===== config.mk =====
export PLATFORM = sky130hd
export DESIGN_NAME = icache_fetch_responder
export DESIGN_NICKNAME = d
export VERILOG_FILES = /design/src/rtl/icache_fetch_responder.sv
export SDC_FILE = /design/constraint.sdc
export NUM_CORES = 2
export LEC_CHECK = 0
export BUFFER_PORTS_ARGS = -buffer_cell sky130_fd_sc_hd__buf_2
export CORE_UTILIZATION = 45
export DETAILED_ROUTE_END_ITERATION = 6
export GPL_TIMING_DRIVEN = 0
export MAX_ROUTING_LAYER = met4
export SETUP_SLACK_MARGIN = 0.3
export SLEW_MARGIN = 20
export SYNTH_ARGS = -nofsm -noshare
export SYNTH_HDL_FRONTEND = slang
export SYNTH_SLANG_ARGS = --single-unit

===== constraint.sdc =====
create_clock -name CLK -period 5.1 [get_ports CLK]
set_clock_uncertainty 0.15 [all_clocks]
set_input_delay 0.255 -clock CLK [delete_from_list [all_inputs] [get_ports CLK]]
set_output_delay 0.255 -clock CLK [all_outputs]
set_load 0.02 [all_outputs]

===== src/rtl/icache_fetch_responder.sv =====
// Direct-mapped, read-only instruction cache for the IF stage: 0-cycle hit lookup, single-line refill FSM.
// Define ICACHE_STATS_EN to add the HIT_CNT / MISS_CNT performance counters.
module icache_fetch_responder #(
    parameter int LINE_WORDS = 4,
    parameter int NUM_LINES  = 16,
    parameter int ADDR_W     = 32
) (
    input  logic              CLK,
    input  logic              RESET,
    input  logic [ADDR_W-1:0] PC,
    input  logic              FETCH_EN,
    input  logic              INV,
    output logic [31:0]       IF_Instruction,
    output logic              HIT,
    output logic              STALL,
    output logic              MEM_REQ,
    output logic [ADDR_W-1:0] MEM_ADDR,
    input  logic              MEM_GNT,
    input  logic [31:0]       MEM_RDATA,
    input  logic              MEM_RVALID,
`ifdef ICACHE_STATS_EN
    output logic [31:0]       HIT_CNT,
    output logic [31:0]       MISS_CNT,
`endif
    output logic              BUSY
);

    localparam int OFF_W = $clog2(LINE_WORDS);
    localparam int IDX_W = $clog2(NUM_LINES);
    localparam int TAG_W = ADDR_W - IDX_W - OFF_W - 2;
    localparam logic [OFF_W-1:0] LAST_BEAT = OFF_W'(LINE_WORDS - 1);

    typedef enum logic [1:0] {S_IDLE, S_REQ, S_FILL} state_t;

    state_t            state_q;
    logic [NUM_LINES-1:0] valid_q;
    logic [TAG_W-1:0]  tag_q  [NUM_LINES];
    logic [31:0]       data_q [NUM_LINES][LINE_WORDS];
    logic              mem_req_q;
    logic [ADDR_W-1:0] mem_addr_q;
    logic [IDX_W-1:0]  fill_idx_q;
    logic [TAG_W-1:0]  fill_tag_q;
    logic [OFF_W-1:0]  beat_q;
    logic              pend_inv_q;

    logic [OFF_W-1:0]  pc_off;
    logic [IDX_W-1:0]  pc_idx;
    logic [TAG_W-1:0]  pc_tag;
    logic              idle, lookup_hit, miss_start, beat_wr, fill_done, clear_all;
    logic              unused_pc;

    assign pc_off    = PC[OFF_W+1:2];
    assign pc_idx    = PC[IDX_W+OFF_W+1:OFF_W+2];
    assign pc_tag    = PC[ADDR_W-1:IDX_W+OFF_W+2];
    assign unused_pc = ^PC[1:0];

    assign idle       = (state_q == S_IDLE);
    // Lookups are only answered in IDLE; during a refill the fetch is held anyway.
    assign lookup_hit = FETCH_EN & idle & valid_q[pc_idx] & (tag_q[pc_idx] == pc_tag);
    assign miss_start = idle & FETCH_EN & ~lookup_hit;
    assign beat_wr    = (state_q == S_FILL) & MEM_RVALID;
    assign fill_done  = beat_wr & (beat_q == LAST_BEAT);
    // A pending invalidate also wipes the line being filled, so it lands on the completion edge.
    assign clear_all  = (idle & INV) | (fill_done & (pend_inv_q | INV));

    assign HIT            = lookup_hit;
    assign IF_Instruction = lookup_hit ? data_q[pc_idx][pc_off] : 32'h0;
    assign STALL          = (FETCH_EN & ~lookup_hit) | ~idle;
    assign MEM_REQ        = mem_req_q;
    assign MEM_ADDR       = mem_addr_q;
    assign BUSY           = ~idle;

    always_ff @(posedge CLK or negedge RESET) begin
        if (!RESET) begin
            state_q    <= S_IDLE;
            valid_q    <= '0;
            mem_req_q  <= 1'b0;
            mem_addr_q <= '0;
            fill_idx_q <= '0;
            fill_tag_q <= '0;
            beat_q     <= '0;
            pend_inv_q <= 1'b0;
        end else begin
            if (clear_all)
                valid_q <= '0;
            else if (fill_done)
                valid_q[fill_idx_q] <= 1'b1;

            unique case (state_q)
                S_IDLE: begin
                    if (miss_start) begin
                        mem_addr_q <= {PC[ADDR_W-1:OFF_W+2], {(OFF_W+2){1'b0}}};
                        fill_idx_q <= pc_idx;
                        fill_tag_q <= pc_tag;
                        mem_req_q  <= 1'b1;
                        state_q    <= S_REQ;
                    end
                end
                S_REQ: begin
                    if (INV)
                        pend_inv_q <= 1'b1;
                    if (MEM_GNT) begin
                        mem_req_q <= 1'b0;
                        beat_q    <= '0;
                        state_q   <= S_FILL;
                    end
                end
                S_FILL: begin
                    if (beat_wr)
                        beat_q <= beat_q + 1'b1;
                    if (fill_done) begin
                        pend_inv_q <= 1'b0;
                        state_q    <= S_IDLE;
                    end else if (INV) begin
                        pend_inv_q <= 1'b1;
                    end
                end
                default: state_q <= S_IDLE;
            endcase
        end
    end

    // Arrays carry no reset; valid_q alone qualifies their contents.
    always_ff @(posedge CLK) begin
        if (beat_wr)
            data_q[fill_idx_q][beat_q] <= MEM_RDATA;
        if (fill_done)
            tag_q[fill_idx_q] <= fill_tag_q;
    end

`ifdef ICACHE_STATS_EN
    logic [31:0] hit_cnt_q, miss_cnt_q;

    always_ff @(posedge CLK or negedge RESET) begin
        if (!RESET) begin
            hit_cnt_q  <= '0;
            miss_cnt_q <= '0;
        end else if (INV) begin
            hit_cnt_q  <= '0;
            miss_cnt_q <= '0;
        end else begin
            if (FETCH_EN & lookup_hit)
                hit_cnt_q <= hit_cnt_q + 32'd1;
            if (miss_start)
                miss_cnt_q <= miss_cnt_q + 32'd1;
        end
    end

    assign HIT_CNT  = hit_cnt_q;
    assign MISS_CNT = miss_cnt_q;
`endif

endmodule


==> flow_metrics.py <==
metrics = {
    "status": {
        "status": "finished, final reports clean",
    },
    "finish": {
        "nNetsFinal": 4675,
        "fillers": 15800,
        "seqCellArea_um2": 74300,
        "final_core_util_pct": 53.7,
        "multi_input_area_um2": 21300,
        "instances_no_fill": 7613,
        "synthToLayoutAreaGrowth_pct": 18.7,
        "drive_gt1_share_pct": 35.4,
    },
    "worst_setup_path": {
        "criticalPathCategory": "input pin to output port",
        "path_cells": "buf_2 > buf_6 > buf_6 > buf_6 > clkbuf_4 > buf_4 > buf_4 > buf_4 > buf_4 > mux4_2 > mux4_2 > mux2i_4 > a211oi_2 > buf_2",
        "startpoint_type": "input pin",
        "critPathMaxFanout": 10,
        "crit_arrival_ns": 4.37,
        "cpMaxStageDelayCell": "mux4_2",
        "slowest_delay_ns": 0.55,
        "endpoint_kind": "output port",
        "cp_data_required_time_ns": 4.70,
        "cp_common_cell": "buf_4",
    },
    "floorplan": {
        "dieWidth_um": 464,
        "io_pins": 138,
        "rows": 169,
        "die_area_um2": 215000,
        "die_h_um": 464,
        "initial_core_util_pct": 45.3,
        "core_um2": 212000,
    },
    "pwr": {
        "p_total_mw": 46.3,
        "ir_worst_vdd_mv": 0.438,
        "power_density_nw_per_um2": 406,
        "leakage_nw": 36.2,
    },
    "worst_hold_path": {
        "hold_path_class": "input pin to flop",
    },
    "yosys": {
        "syn_area_um2": 95900,
        "ys.flop_type": "edfxtp_1",
        "ys_ff_latch": 2482,
        "ys_warn_count": 0,
        "syn-instance-count": 3959,
        "yosysUniqueCellTypes": 71,
        "synthArstFlopShare_pct": 2.01,
        "avgSynthCellArea_um2": 24.2,
        "yosysSeqAreaShare_pct": 77.4,
        "synth-edff-count": 2432,
    },
    "sta": {
        "fmaxAchievable_mhz": 209,
        "worstMarginPinSlew_ns": 1.15,
        "setup_viol": 0,
        "drv_slew": 0,
        "timing.final.crit_share_pct": 93.6,
        "finalHoldViolCount": 0,
        "slew_headroom_pct": 23.4,
        "setup_tns_ns": 0,
        "rsz0062_at_grt": "false",
        "fin_crit_ns": 4.78,
    },
    "route": {
        "wirelength_um": 269000,
        "drtAntennaViolNets": 0,
        "firstDrtPassIters": 5,
        "routedWlPerCell_um": 35.3,
        "drc_errors": 0,
        "num_vias": 47000,
        "routed_via_density": 6.17,
        "first_iter_violations": 6269,
    },
    "clocking": {
        "clkTransAtPathRegs_ns": 0.05,
        "clock_latency_ns": 0.92,
        "cts_buffers": 276,
        "cts_tree": "done",
        "cts_sinks": 2482,
        "clockBufferDepth": 4,
        "clock-root-buffer": "clkbuf_16",
        "htree_levels": 5,
    },
    "global_routing": {
        "grt_pass1_wl_um": 375000,
        "antenna_found_initial": 12,
        "grt_max_degree": 65,
        "gr-total-overflow": 0,
        "grtUsageTotal_pct": 25.9,
        "grt_pass1_vias": 46600,
    },
    "placement": {
        "io_buffers": 127,
        "gp_congestion": 0.849,
        "place_inst": 7062,
        "hpwl_um": 175000,
    },
    "flow_run": {
        "cap_violations": 0,
    },
}
==> worst max-delay path, delay by kind of cell <==
family                 cells  cell delay (ns)
AOI/OAI and AO/OA          1             0.18
muxes                      3             1.26
buffers and inverters     10             2.57
==> synthesized netlist by cell type, types with 4 or more instances <==
master    count  area (um^2)
edfxtp_1   2432        73000
mux4_2      722        16300
buf_2       129          646
nor2_1       93          349
mux2i_1      81          811
dfrtp_1      50         1250
clkbuf_1     47          176
nor2b_1      39          244
nand2_1      31          116
a211oi_1     26          195
nand3_1      21          105
mux2_4       20          300
a22oi_1      18          135
xnor2_1      17          149
mux2_2       16          180
mux4_1       16          420
buf_4        14          105
a31oi_1      13         81.3
a21oi_1      12         60.1
buf_6        11          124
inv_1        11         41.3
xor2_1       11         96.3
buf_1        10         37.5
ha_1          9          113
o21ai_0       9         45.0
a41oi_1       7         61.3
and2_1        7         43.8
nor3_1        7         35.0
a22o_1        6         52.6
and3_1        5         31.3
nand4_1       5         31.3
nand2b_1      4         25.0
o22ai_1       4         25.0
o31ai_1       4         30.0
==> routing by layer <==
metal	global-route usage [%]	vias to the layer above	part of all wire [%]
li1	-	18400	-
met4	7.02	0	2.6
met2	39.3	2432	48
met1	36.2	25700	40
met3	4.98	401	9.1
met5	-	-	0
==> final timing paths <==
path	start	end	slack, ns	cells after the start
hold reg to reg	valid_q[10]	valid_q[10]	0.35	2
hold / removal	PC[12]	fill_tag_q[4]	0.07	3
max in group asynchronous	RESET	beat_q[0]	3.82	5
setup / recovery	PC[5]	IF_Instruction[21]	0.32	14
min in group asynchronous	RESET	fill_tag_q[3]	0.33	4
setup reg to reg	fill_idx_q[2]	data_q[7][10]	0.95	9
==> final cells by class <==
class | count | share of cell area, %
clock inverter | 111 | 0.817
tap | 2821 | 3.10
timing repair buffer | 356 | 4.38
buffer | 215 | 1.21
sequential | 2482 | 65.2
antenna | 6 | 0.0132
multi-input combinational | 1252 | 18.7
inverter | 13 | 0.0429
clock buffer | 357 | 6.54
==> sequential cells by signal, indices dropped and copies added, names as in the netlist <==
name        cells
data_q       2048
tag_q         384
fill_tag_q     24
valid_q        16
fill_idx_q      3
beat_q          2
state_q         2
MEM_ADDR        1
MEM_REQ         1
pend_inv_q      1
==> placed cells by master (no fill, tap or decap), types with 8 or more instances in the layout <==
master         count
clkbuf_1          96
a211oi_4          10
mux2_2            16
a21oi_1           12
bufinv_16         16
ha_1               9
dfrtp_1           50
nand2_1           30
mux4_1            16
dlygate4sd3_1     75
clkbuf_2          16
nand3_1           20
edfxtp_1        2432
buf_12            85
clkinv_2          34
clkbuf_4           8
buf_4            101
mux4_2           722
inv_1             11
clkbuf_16        283
clkinv_1          54
buf_6             13
mux2_4            20
mux2i_1           68
xnor2_1           17
xor2_1            11
nor2b_1           34
clkbuf_8           9
buf_2            165
nor2_4            64
nor2_1            29
o21ai_0            9
a22oi_1           18
a31oi_1           12
buf_16            66
a211oi_2          10
==> cell families after synthesis <==
group,after synthesis,synth area share [%]
fa+ha+maj,9,0.117
compound gates,127,0.998
other cells,1,0.00391
mux,855,18.7
xor+xnor,28,0.256
buf+inv,228,1.25
simple gates,229,1.19
flops,2482,77.4
==> where the power goes <==
group	total [mW]	internal, mW	switching (mW)
combinational	3.68	1.37	2.31
clock	18.8	11.1	7.79
sequential	23.7	23.2	0.567
total	46.3	35.6	10.7
==> repair_timing <==
action	in CTS	in global routing
hold endpoints to repair	1293	337
buffers inserted	1	0
setup endpoints to repair	34	27
pin swaps	1	2
hold buffers	70	6
gates resized for setup	114	30
==> through the flow <==
stage,setup slack [ns],hold WS [ns],area [um^2]
final,0.324,0.0702,114000
after global routing,0.277,0.0657,114000
after CTS,0.248,0.00274,114000
after detailed placement,-0.796,0.0166,104000
after global placement,-3.89,0.326,100000
after floorplan,0.816,-0.191,95900
No activity file was read; power rests on OpenSTA's default activity.
